**src/rtl/stopwatch_pkg.sv**
```systemverilog
// Shared types and constants for the lap stopwatch: BCD digit type, per-digit
// moduli, FSM state encoding and the prescaler ratio helper.
package stopwatch_pkg;

   typedef logic [3:0] bcd_t;

   localparam int unsigned MOD_TENTHS   = 10;
   localparam int unsigned MOD_SEC_ONES = 10;
   localparam int unsigned MOD_SEC_TENS = 6;
   localparam int unsigned MOD_MIN      = 10;

   typedef enum logic [1:0] {
      ST_IDLE = 2'd0,
      ST_RUN  = 2'd1,
      ST_DONE = 2'd2
   } state_t;

   localparam int unsigned CLK_HZ_DEFAULT  = 50_000_000;
   localparam int unsigned TICK_HZ_DEFAULT = 10;
   localparam int unsigned PRESCALE        = CLK_HZ_DEFAULT / TICK_HZ_DEFAULT;

   function automatic int unsigned prescale(input int unsigned clk_hz, input int unsigned tick_hz);
      return clk_hz / tick_hz;
   endfunction

   // Digit order is D, S0, S1, then one or more minute digits.
   function automatic int unsigned digit_mod(input int unsigned idx);
      case (idx)
         0:       return MOD_TENTHS;
         1:       return MOD_SEC_ONES;
         2:       return MOD_SEC_TENS;
         default: return MOD_MIN;
      endcase
   endfunction

endpackage

```
**src/rtl/bcd_digit.sv**
```systemverilog
// One BCD counter digit with programmable modulus, up/down stepping and
// synchronous clear/load; carry flags the roll-over value for the current direction.
module bcd_digit
   import stopwatch_pkg::*;
#(
   parameter int unsigned MOD = 10
) (
   input  logic clk,
   input  logic rst_n,
   input  logic clr,
   input  logic load,
   input  bcd_t load_val,
   input  logic en,
   input  logic up,
   output bcd_t digit,
   output logic carry
);

   localparam bcd_t TOP = bcd_t'(MOD - 1);

   // Unqualified by en so the parent can also use it for limit detection.
   assign carry = up ? (digit == TOP) : (digit == 4'd0);

   // NOTE: sequential state uses non-blocking assignments so every register
   // samples pre-edge values, regardless of process ordering in simulation.
   always_ff @(posedge clk or negedge rst_n) begin
      if (!rst_n) begin
         digit <= 4'd0;
      end else if (clr) begin
         digit <= 4'd0;
      end else if (load) begin
         digit <= load_val;
      end else if (en) begin
         if (up) digit <= (digit == TOP)  ? 4'd0 : digit + 4'd1;
         else    digit <= (digit == 4'd0) ? TOP  : digit - 4'd1;
      end
   end

endmodule

```
**src/rtl/lap_stopwatch.sv**
```systemverilog
// Up/down stopwatch and countdown timer with lap hold, preset load and a
// completion pulse; drives BCD digits {M.., S1, S0, D} to the display.
module lap_stopwatch
   import stopwatch_pkg::*;
#(
   parameter int unsigned CLK_HZ     = 50_000_000,
   parameter int unsigned TICK_HZ    = 10,
   parameter int unsigned MIN_DIGITS = 1
) (
   input  logic                          clk,
   input  logic                          rst_n,
   input  logic                          go,
   input  logic                          up,
   input  logic                          clr,
   input  logic                          load,
   input  logic [4*(3+MIN_DIGITS)-1:0]   preset_bcd,
   input  logic                          lap,
   output logic [4*(3+MIN_DIGITS)-1:0]   disp_bcd,
   output logic                          running,
   output logic                          lap_active,
   output logic                          done,
   output logic                          load_err
);

   localparam int unsigned NDIG  = 3 + MIN_DIGITS;
   localparam int unsigned W     = 4 * NDIG;
   localparam int unsigned PRESC = prescale(CLK_HZ, TICK_HZ);
   localparam int unsigned PW    = $clog2(PRESC);
   localparam logic [PW-1:0] PRESC_LAST = PW'(PRESC - 1);

   state_t          state_q, state_d;
   logic [PW-1:0]   presc_q;
   logic [W-1:0]    count;
   logic [W-1:0]    lap_q;
   logic [NDIG-1:0] at_end;
   logic [NDIG-1:0] en_chain;
   logic            preset_ok, load_ok, tick, step, at_limit, near_limit, hit;

   always_comb begin
      preset_ok = 1'b1;
      for (int i = 0; i < NDIG; i++) begin
         if (preset_bcd[4*i +: 4] >= 4'(digit_mod(i))) preset_ok = 1'b0;
      end
   end

   assign load_ok    = load & preset_ok;
   assign tick       = (state_q == ST_RUN) && (presc_q == PRESC_LAST);
   assign at_limit   = &at_end;
   // One step away from the limit: all upper digits at their end value and D one short.
   assign near_limit = (&at_end[NDIG-1:1]) && (count[3:0] == (up ? 4'd8 : 4'd1));
   assign step       = tick & ~at_limit & ~clr & ~load_ok;

   for (genvar i = 0; i < NDIG; i++) begin : g_digit
      if (i == 0) begin : g_lsd
         assign en_chain[i] = step;
      end else begin : g_upper
         assign en_chain[i] = en_chain[i-1] & at_end[i-1];
      end

      bcd_digit #(
         .MOD(digit_mod(i))
      ) u_digit (
         .clk      (clk),
         .rst_n    (rst_n),
         .clr      (clr),
         .load     (load_ok),
         .load_val (preset_bcd[4*i +: 4]),
         .en       (en_chain[i]),
         .up       (up),
         .digit    (count[4*i +: 4]),
         .carry    (at_end[i])
      );
   end

   // NOTE: every output of this block gets a default first, so no path can
   // leave a variable unassigned and infer a latch.
   always_comb begin
      state_d = state_q;
      hit     = 1'b0;
      if (clr || load_ok) begin
         state_d = ST_IDLE;
      end else begin
         case (state_q)
            ST_IDLE: if (go && !at_limit) state_d = ST_RUN;
            ST_RUN: begin
               if (tick && (at_limit || near_limit)) begin
                  state_d = ST_DONE;
                  hit     = 1'b1;
               end else if (!go) begin
                  state_d = ST_IDLE;
               end
            end
            ST_DONE: if (!go) state_d = ST_IDLE;
            default: state_d = ST_IDLE;
         endcase
      end
   end

   always_ff @(posedge clk or negedge rst_n) begin
      if (!rst_n) begin
         state_q  <= ST_IDLE;
         presc_q  <= '0;
         done     <= 1'b0;
         load_err <= 1'b0;
      end else begin
         state_q  <= state_d;
         done     <= hit;
         load_err <= load & ~preset_ok & ~clr;
         if (clr || load_ok)         presc_q <= '0;
         else if (state_q == ST_RUN) presc_q <= tick ? '0 : presc_q + 1'b1;
      end
   end

   // Lap capture uses the pre-tick count because count updates on the same edge.
   always_ff @(posedge clk or negedge rst_n) begin
      if (!rst_n) begin
         lap_q      <= '0;
         lap_active <= 1'b0;
      end else if (clr) begin
         lap_q      <= '0;
         lap_active <= 1'b0;
      end else if (lap) begin
         if (!lap_active) lap_q <= count;
         lap_active <= ~lap_active;
      end
   end

   assign running  = (state_q == ST_RUN);
   assign disp_bcd = lap_active ? lap_q : count;

endmodule

```
**config.mk**
```make
export PLATFORM = sky130hd
export DESIGN_NAME = lap_stopwatch
export DESIGN_NICKNAME = d
export VERILOG_FILES = /design/src/rtl/stopwatch_pkg.sv /design/src/rtl/bcd_digit.sv /design/src/rtl/lap_stopwatch.sv
export SDC_FILE = /design/constraint.sdc
export NUM_CORES = 1
export LEC_CHECK = 0
export CORE_UTILIZATION = 44
export DETAILED_ROUTE_END_ITERATION = 10
export GPL_ROUTABILITY_DRIVEN = 0
export PLACE_DENSITY = 0.7
export SYNTH_ARGS = -nofsm -noshare
export SYNTH_HDL_FRONTEND = slang
export SYNTH_SLANG_ARGS = --single-unit
```
**constraint.sdc**
```tcl
create_clock -name clk -period 3.3 [get_ports clk]
set_clock_uncertainty 0.15 [all_clocks]
set_input_delay 0.33 -clock clk [delete_from_list [all_inputs] [get_ports clk]]
set_output_delay 0.33 -clock clk [all_outputs]
set_load 0.02 [all_outputs]
```
**Word level (Yosys, flattened, before mapping)**

Cells that the tools add are included.

- Bits in registers: 60
- Input port bits: 23

- Bitwise logic cells: 14
- Muxes and demuxes: 49
- Add/subtract/negate cells: 9
- Reductions and logical operators: 20
- Eq/ne operators: 9
- Order comparisons: 4

Operator list:

| operator | number |
|---|---|
| $mux 4 | 25 |
| $mux 23 | 3 |
| $mux 16 | 3 |
| $add 23x1->23 const B | 1 |
| $eq 23x23->1 const B | 1 |
| $add 4x1->4 const B | 4 |
| $logic_not 4->1 | 4 |
| $sub 4x1->4 const B | 4 |
| $mux 1 | 13 |
| $eq 4x4->1 const B | 3 |
| $ge 4x4->1 const B | 3 |
| $reduce_bool 3->1 | 4 |
| $and 1x1->1 | 9 |
| $mux 2 | 4 |
| $pmux 2 s3 | 1 |
| $not 1->1 | 5 |
| $eq 4x3->1 const B | 1 |
| $eq 4x4->1 | 1 |
| $ge 4x3->1 const B | 1 |
| $logic_and 1x1->1 | 4 |
| $reduce_and 4->1 | 1 |
| $reduce_bool 2->1 | 2 |
| $ne 3x3->1 const B | 1 |
| $reduce_and 3->1 | 1 |
| other kinds (5) | 6 |

**Depth between registers and ports, before layout**

Gate-level depths: netlist of run 1.

- Depth in word-level cells: 14
- Depth in mapped cells: 9

**By module**

From an unflattened synthesis of run 1, not the netlist that was laid out.

- Cells, all modules: 474
- Area, all modules: 4,255.3 um^2

By module, submodules not included:

| module | times used | cells an instance | area an instance (um^2) |
|---|---|---|---|
| lap_stopwatch | 1 | 273 | 2,585.0 |
| bcd_digit at g_digit[0].u_digit ... | 3 | 50 | 412.9 |
| bcd_digit at g_digit[2].u_digit | 1 | 51 | 431.7 |

**Worst setup path after synthesis of run 1**

No wires, ideal clock.

- Path type: register -> register
- From: register presc_q[0]
- To: register g_digit[3].u_digit.digit[0]
- Required time: 3.022 ns
- Path buffers: 2
- Arrival: 2.220 ns
- Cell stages (with the launch flop): 10
- Clock period less this slack: 2.497 ns
- Path slack: 0.803 ns
- Cell sequence: dfrtp_1 -> ha_1 -> buf_2 -> nor4b_1 -> nand3_1 -> or4_1 -> buf_2 -> nor4_4 -> nor2_2 -> mux2_1

- Longest elaborated chain between the ends: 9

RTL lines:

| item | line | RTL |
|---|---|---|
| start: declaration | lap_stopwatch.sv:32 | `logic [PW-1:0] presc_q;` |
| start signal: assignment | lap_stopwatch.sv:110 | `else if (state_q == ST_RUN) presc_q <= tick ? '0 : presc_q + 1'b1;` |
| $eq 23x23->1 | lap_stopwatch.sv:47 | `assign tick = (state_q == ST_RUN) && (presc_q == PRESC_LAST);` |
| $logic_and 1x1->1 | lap_stopwatch.sv:47 |  |
| $and 1x1->1 (3 in a row) | lap_stopwatch.sv:51 | `assign step = tick & ~at_limit & ~clr & ~load_ok;` |
| $and 1x1->1 (3 in a row) | lap_stopwatch.sv:57 | `assign en_chain[i] = en_chain[i-1] & at_end[i-1];` |
| $reduce_bool 3->1 (no source line) | -- |  |
| end signal: assignment | bcd_digit.sv:32 | `digit <= load_val;` |
| end signal: assignment | bcd_digit.sv:34 | `if (up) digit <= (digit == TOP) ? 4'd0 : digit + 4'd1;` |
| end signal: assignment | bcd_digit.sv:35 | `else digit <= (digit == 4'd0) ? TOP : digit - 4'd1;` |
| end: declaration | bcd_digit.sv:15 | `output bcd_t digit,` |

No other way between the ends.
A chain may end at the register's enable or synchronous reset.

**Final worst setup path of run 1**

Ends and elaborated chain as after synthesis.

==> impl_metrics.json, run 1 <==
{
  "status": "complete, no violations",
  "ys_seq_area_share_pct": 38.5,
  "placementRows": 33,
  "cp_max_fo": 8,
  "via_per_inst": 5.80,
  "worst_pin_slew_ns": 1.07,
  "grt_overflow_total": 0,
  "drtIter0Drc": 207,
  "clkPwrFrac_pct": 28.0,
  "synth_common_cells": "60 x dfrtp_1, 57 x nor2_1, 43 x nand2_1, 34 x o21ai_0, 24 x a21oi_1",
  "netSwitchingFraction_pct": 34.4,
  "peakVddDrop_uv": 202,
  "yosysWarnings": 0,
  "dr.pass1.iters": 4,
  "p_leak_nw": 1.90,
  "detail-route-antenna-nets": 0,
  "grt_max_degree": 38,
  "wire_per_inst_um": 15.4,
  "core_um2": 8380,
  "clkTransAtPathRegs_ns": 0.07,
  "drive_gt1_share_pct": 7.69,
  "cts-root-buf": "clkbuf_8",
  "die_h_um": 96.2,
  "cts_buffers": 9,
  "synth_compound_area_share_pct": 15.0,
  "post-cts-setup-buffer-count": 0,
  "hold_class": "register to register",
  "ios": 43,
  "synth_top_area_share_pct": 38.5,
  "grt_pass1_wl_um": 15300,
  "hold_viol_final": 0,
  "p_total_mw": 2.29,
  "slew_headroom_pct": 28.4,
  "yosys.area.top_type": "dfrtp_1",
  "synthMuxAreaShare_pct": 9.68,
  "synth.most_common_cell": "dfrtp_1",
  "place.port_buffers": 42,
  "cp-start-kind": "register",
  "switchingPower_mw": 0.786,
  "clockBufferDepth": 2,
  "die_width_um": 96.2,
  "first_global_vias": 3226,
  "drv_slew": 0,
  "maxCapViolations": 0,
  "synthDistinctLibCells": 55,
  "pwr-share-comb_pct": 32.6,
  "synthTopCellsByArea": "dfrtp_1 38%, mux2i_1 5.6%, nor2_1 5.5%",
  "yosys_most_used_dff": "dfrtp_1",
  "p_int_mw": 1.50,
  "period_needed_ns": 2.79,
  "vias": 3477,
  "synthAdderAreaFrac_pct": 3.21,
  "clock_latency_ns": 0.34,
  "initial_utilization_pct": 46.6,
  "cts_tree": "done",
  "synthSimpleGateAreaFrac_pct": 24.8,
  "synth_top_family_by_area": "simple AND/OR/NAND/NOR gates",
  "required_ns": 3.37,
  "syn_to_final_growth_pct": 17.9,
  "synth_area_um2": 3900,
  "ys_seq_elements": 60,
  "async_flop_share_pct": 100,
  "rsz0062_at_grt": "false",
  "fp.dieArea_um2": 9250,
  "fin_crit_sh_pct": 84.6,
  "worstPathArrival_ns": 2.86,
  "antenna_found_initial": 0,
  "clock-sinks": 60,
  "cts_resized": 0,
  "power_density_nw_per_um2": 497,
  "synth-xor-area-share_pct": 4.71,
  "setup.worst_path.class": "register to register",
  "routed_wl_um": 9200,
  "avgSynthCellArea_um2": 8.58,
  "h-tree-depth": 3,
  "nets": 523,
  "cp-end-kind": "register",
  "syn_inst": 455,
  "hpwl_um": 6520,
  "drc": 0,
  "syn_nets": 488,
  "max_freq_mhz": 358,
  "grt_use_total_pct": 21.9,
  "n_antenna_cell": 0,
  "seqPwrFrac_pct": 39.4,
  "setup_viol": 0,
  "synth_edf_count": 0,
  "finalSetupTns_ns": 0
}
## final timing paths
path / to / start / slack, ns / cells after the start
max: g_digit[3].u_digit.digit[0] / presc_q[0] / 0.51 / 7
min: lap_q[4] / lap_q[4] / 0.37 / 2
max reg2reg: g_digit[3].u_digit.digit[0] / presc_q[0] / 0.51 / 7
min reg2reg: lap_q[4] / lap_q[4] / 0.37 / 2
max in group asynchronous: presc_q[19] / rst_n / 1.68 / 3
min in group asynchronous: lap_q[10] / rst_n / 0.48 / 2
## sequential cells by signal, summed over array words and instances (netlist names)
signal and flops:
done 1, state_q 2, lap_active 1, load_err 1, presc_q 23, lap_q 16
g_digit.u_digit.digit 16
## routing by layer
| layer | track usage [%] | vias up | share of wire (%) | routed length (µm) |
|---|---|---|---|---|
| li1 | - | 1695 | - | - |
| met1 | 30.1 | 1663 | 47 | 4300 |
| met2 | 33.6 | 99 | 46 | 4280 |
| met3 | 3.79 | 20 | 4.8 | 445 |
| met4 | 9.45 | 0 | 2.0 | 184 |
| met5 | 0 | - | 0 | 0 |
## power groups by stage
stage / clock network, mW / registers [mW] / logic, mW
after CTS: 0.662 / 0.899 / 0.748
after detailed placement: 0 / 0.913 / 0.743
after global routing: 0.695 / 0.916 / 0.823
final: 0.640 / 0.901 / 0.746
after floorplan: 0 / 0.865 / 0.540
after global placement: 0 / 0.910 / 0.732
## cell families after synthesis
group           Yosys count
mux                      35
fa+ha+maj                10
xor+xnor                 21
compound gates           96
flops                    60
simple gates            191
buf+inv                  42
## metrics by stage
| step | std cells | cell area (µm²) | worst slack, ns | utilization (%) | hold WS, ns |
|---|---|---|---|---|---|
| final | 599 | 4600 | 0.509 | 54.9 | 0.368 |
| after global routing | 599 | 4600 | 0.282 | 54.9 | 0.392 |
| after global placement | 583 | 4410 | 0.588 | 52.6 | 0.332 |
| after floorplan | 455 | 3900 | 0.803 | - | -0.116 |
| after detailed placement | 583 | 4410 | 0.515 | 52.6 | 0.341 |
| after CTS | 599 | 4600 | 0.507 | 54.9 | 0.373 |
## layout by cell type (no fill, tap or decap), types with 2 or more instances in the layout
cell type and count:
or3_1 11, nand3_1 19, o21ai_0 34, a21oi_1 24
nor4_1 4, or2_2 2, clkbuf_8 10, o22ai_1 5
o211ai_1 3, ha_1 10, or4_1 3, mux2i_1 22
nor2_1 57, clkbuf_1 3, nand2b_1 7, nand4_1 13
nor3_1 10, mux2_2 9, a211oi_1 9, xnor2_1 9
and3_1 2, clkdlybuf4s50_1 41, mux2_1 3, nand4b_1 2
buf_4 8, and2_1 2, nand3b_1 5, nor4b_1 2
xor2_1 12, dfrtp_1 60, nand2_1 43, o21bai_1 3
a211o_1 3, inv_1 15, and4_1 2, o31ai_1 3
## cell type report
type | count | area [µm²]
inverters | 15 | 56.3
well taps | 105 | 131
clock inverters | 2 | 35.0
fillers | 772 | 3780
flip-flops and latches | 60 | 1500
multi-input cells | 353 | 2240
repair buffers | 51 | 485
clock buffers | 13 | 149
## critical path, cell delays in order (launching register included)
cell and delay (ns):
dfrtp_1 0.41, ha_1 0.34, nor4b_1 0.27, nand3_1 0.15, or4_1 0.58, nor4_4 0.35
nor2_2 0.11, mux2_1 0.32
## what timing repair did
item / 4_1_cts / 5_1_grt
setup endpoints to repair: 0 / 0
hold buffers: 1 / 0
hold endpoints to repair: 36 / 0
(Power assumes the default switching activity.)
==> run 2, diff against run 1 <==
--- a/config.mk
+++ b/config.mk
@@ -8,7 +8,7 @@
 export CORE_UTILIZATION = 44
 export DETAILED_ROUTE_END_ITERATION = 10
 export GPL_ROUTABILITY_DRIVEN = 0
-export PLACE_DENSITY = 0.7
+export PLACE_DENSITY = 0.72
 export SYNTH_ARGS = -nofsm -noshare
 export SYNTH_HDL_FRONTEND = slang
 export SYNTH_SLANG_ARGS = --single-unit
==> constraint.sdc (replaced) <==
create_clock -name clk -period 2.3 [get_ports clk]
set_clock_uncertainty 0.15 [all_clocks]
set_input_delay 0.23 -clock clk [delete_from_list [all_inputs] [get_ports clk]]
set_output_delay 0.23 -clock clk [all_outputs]
set_load 0.02 [all_outputs]
==> run 2 against run 1 <==
Net effect:
- the flow now finishes with violations (negative setup slack)
- combinational power increased by 93%
- wire length increased by 16%
- die area unchanged
- setup slack got worse by 0.51 ns
- register-to-register slack got worse by 0.51 ns
- count of clock-buffer cells in the layout decreased by 3
- sequential share of layout area decreased by 4.7 points
- first-iteration DRC count decreased by 25%
- core utilization increased by 9.3 points
- worst hold slack got worse by 0.042 ns
- sequential cell count unchanged
- critical endpoint is now g_digit[3].u_digit.digit[1]
==> impl_metrics.json, run 2 (synthesis gave the netlist of run 1 again) <==
{
  "first_global_vias": 3755,
  "slew_headroom_pct": 53.0,
  "fin_area_um2": 5380,
  "worstPathArrival_ns": 2.38,
  "detail-route-antenna-nets": 0,
  "cts-root-buf": "clkbuf_8",
  "hold_viol_final": 0,
  "drv_slew": 0,
  "place_ws_ns": -0.310,
  "status": "finished, violations left",
  "fin_crit_sh_pct": 100,
  "final_cells": 672,
  "drive_gt1_share_pct": 25.4,
  "initial_utilization_pct": 46.6,
  "setup_viol": 1,
  "cts_buffers": 9,
  "place.port_buffers": 42,
  "r2r_slack_ns": -0.003,
  "p_leak_nw": 2.43,
  "die_h_um": 96.2,
  "rr_worst_depth": 6,
  "ios": 43,
  "largestRegisters": "presc_q (23), g_digit.u_digit.digit (16), lap_q (16)",
  "nets": 595,
  "grt_use_total_pct": 24.2,
  "power_density_nw_per_um2": 678,
  "drc": 0,
  "core_um2": 8380,
  "cp_max_fo": 4,
  "r2r_end": "g_digit[3].u_digit.digit[1]",
  "placementRows": 33,
  "r2r-start": "state_q[1]",
  "die_width_um": 96.2,
  "syn_to_final_growth_pct": 37.9,
  "cp-end-kind": "register",
  "hold_class": "input pin to asynchronous set/reset pin",
  "n_antenna_cell": 0,
  "setup.worst_path.class": "register to register",
  "worst_pin_slew_ns": 0.705,
  "largest_reg_flops": 23,
  "grt_max_degree": 34,
  "grt_overflow_total": 0,
  "final_common_cell": "buf_4",
  "violations": "negative setup slack",
  "antenna_found_initial": 0,
  "cp-start-kind": "register",
  "maxCapViolations": 0,
  "rsz0062_at_grt": "true",
  "max_freq_mhz": 434,
  "mostFrequentLayoutCells": "76 x buf_4, 57 x nor2_1, 57 x dfrtp_1",
  "top_register": "presc_q",
  "clock-sinks": 60,
  "h-tree-depth": 3,
  "dr.pass1.iters": 5,
  "period_needed_ns": 2.30,
  "crit_path_start": "state_q[1]",
  "vias": 3832,
  "fp.dieArea_um2": 9250,
  "via_per_inst": 5.70,
  "required_ns": 2.37,
  "routed_wl_um": 10700,
  "drtIter0Drc": 156,
  "wire_per_inst_um": 15.9,
  "hpwl_um": 7590,
  "finalSetupTns_ns": -0.00296,
  "clock_latency_ns": 0.34,
  "place_area_um2": 4990,
  "grt_pass1_wl_um": 17200,
  "finalWorstSetupSlack_ns": -0.00296,
  "clkTransAtPathRegs_ns": 0.07,
  "cts_tree": "done",
  "clockBufferDepth": 2,
  "peakVddDrop_uv": 368,
  "post-place-cells": 651
}
[run 2: how the worst max path moves through the flow]
stage | end | slack, ns | cells past startpoint
2_1_floorplan | g_digit[3].u_digit.digit[0] | -0.03 | 9
3_3_place_gp | g_digit[3].u_digit.digit[0] | -0.25 | 7
3_5_place_dp | g_digit[3].u_digit.digit[1] | -0.31 | 7
4_1_cts | g_digit[3].u_digit.digit[3] | -0.009 | 6
5_1_grt | g_digit[3].u_digit.digit[1] | -0.06 | 7
6_report | g_digit[3].u_digit.digit[1] | -0.003 | 6
[run 2: what timing repair did]
| item | in CTS | in global routing |
|---|---|---|
| resized for setup | 11 | 30 |
| endpoints found under the hold margin | 27 | 0 |
| setup buffers | 0 | 4 |
| setup endpoints to repair | 17 | 25 |
| pin swaps | 0 | 3 |
| hold buffers | 1 | 0 |
[run 2: power by group]
group / switching (mW) / total (mW) / leakage [nW] / internal (mW)
registers: 0.0922 / 1.24 / 0.815 / 1.15
logic: 0.746 / 1.44 / 1.52 / 0.692
clock network: 0.447 / 0.975 / 0.0983 / 0.527
[run 2: critical path, stage by stage (launching register included)]
cell	delay, ns
dfrtp_1	0.38
nand2b_4	0.15
or3_4	0.33
or4_4	0.53
nor4_4	0.23
nor2_4	0.11
mux2_4	0.31
[run 2: through the flow]
stage          util [%]  hold WS (ns)  total power, mW
2_1_floorplan         -        -0.216             2.03
3_3_place_gp       59.5         0.144             2.54
3_5_place_dp       59.5         0.162             2.59
4_1_cts            62.5         0.329             3.59
5_1_grt            64.2         0.359             3.86
6_report           64.2         0.326             3.65
[run 2: final cells by class]
type                       count  area [µm²]
multi-input combinational    353        2390
clock inverter                 6        63.8
fill                         690        3000
inverter                      15        56.3
tap                          105         131
clock buffer                  10         138
timing repair buffer         123        1090
sequential                    60        1510
[run 2: routing by layer]
metal / track usage (%) / vias to the layer above / wire (µm)
li1: - / 1839 / -
met1: 31.5 / 1863 / 4740
met2: 39.8 / 111 / 5150
met3: 5.92 / 19 / 625
met4: 6.84 / 0 / 150
met5: 0 / - / 0
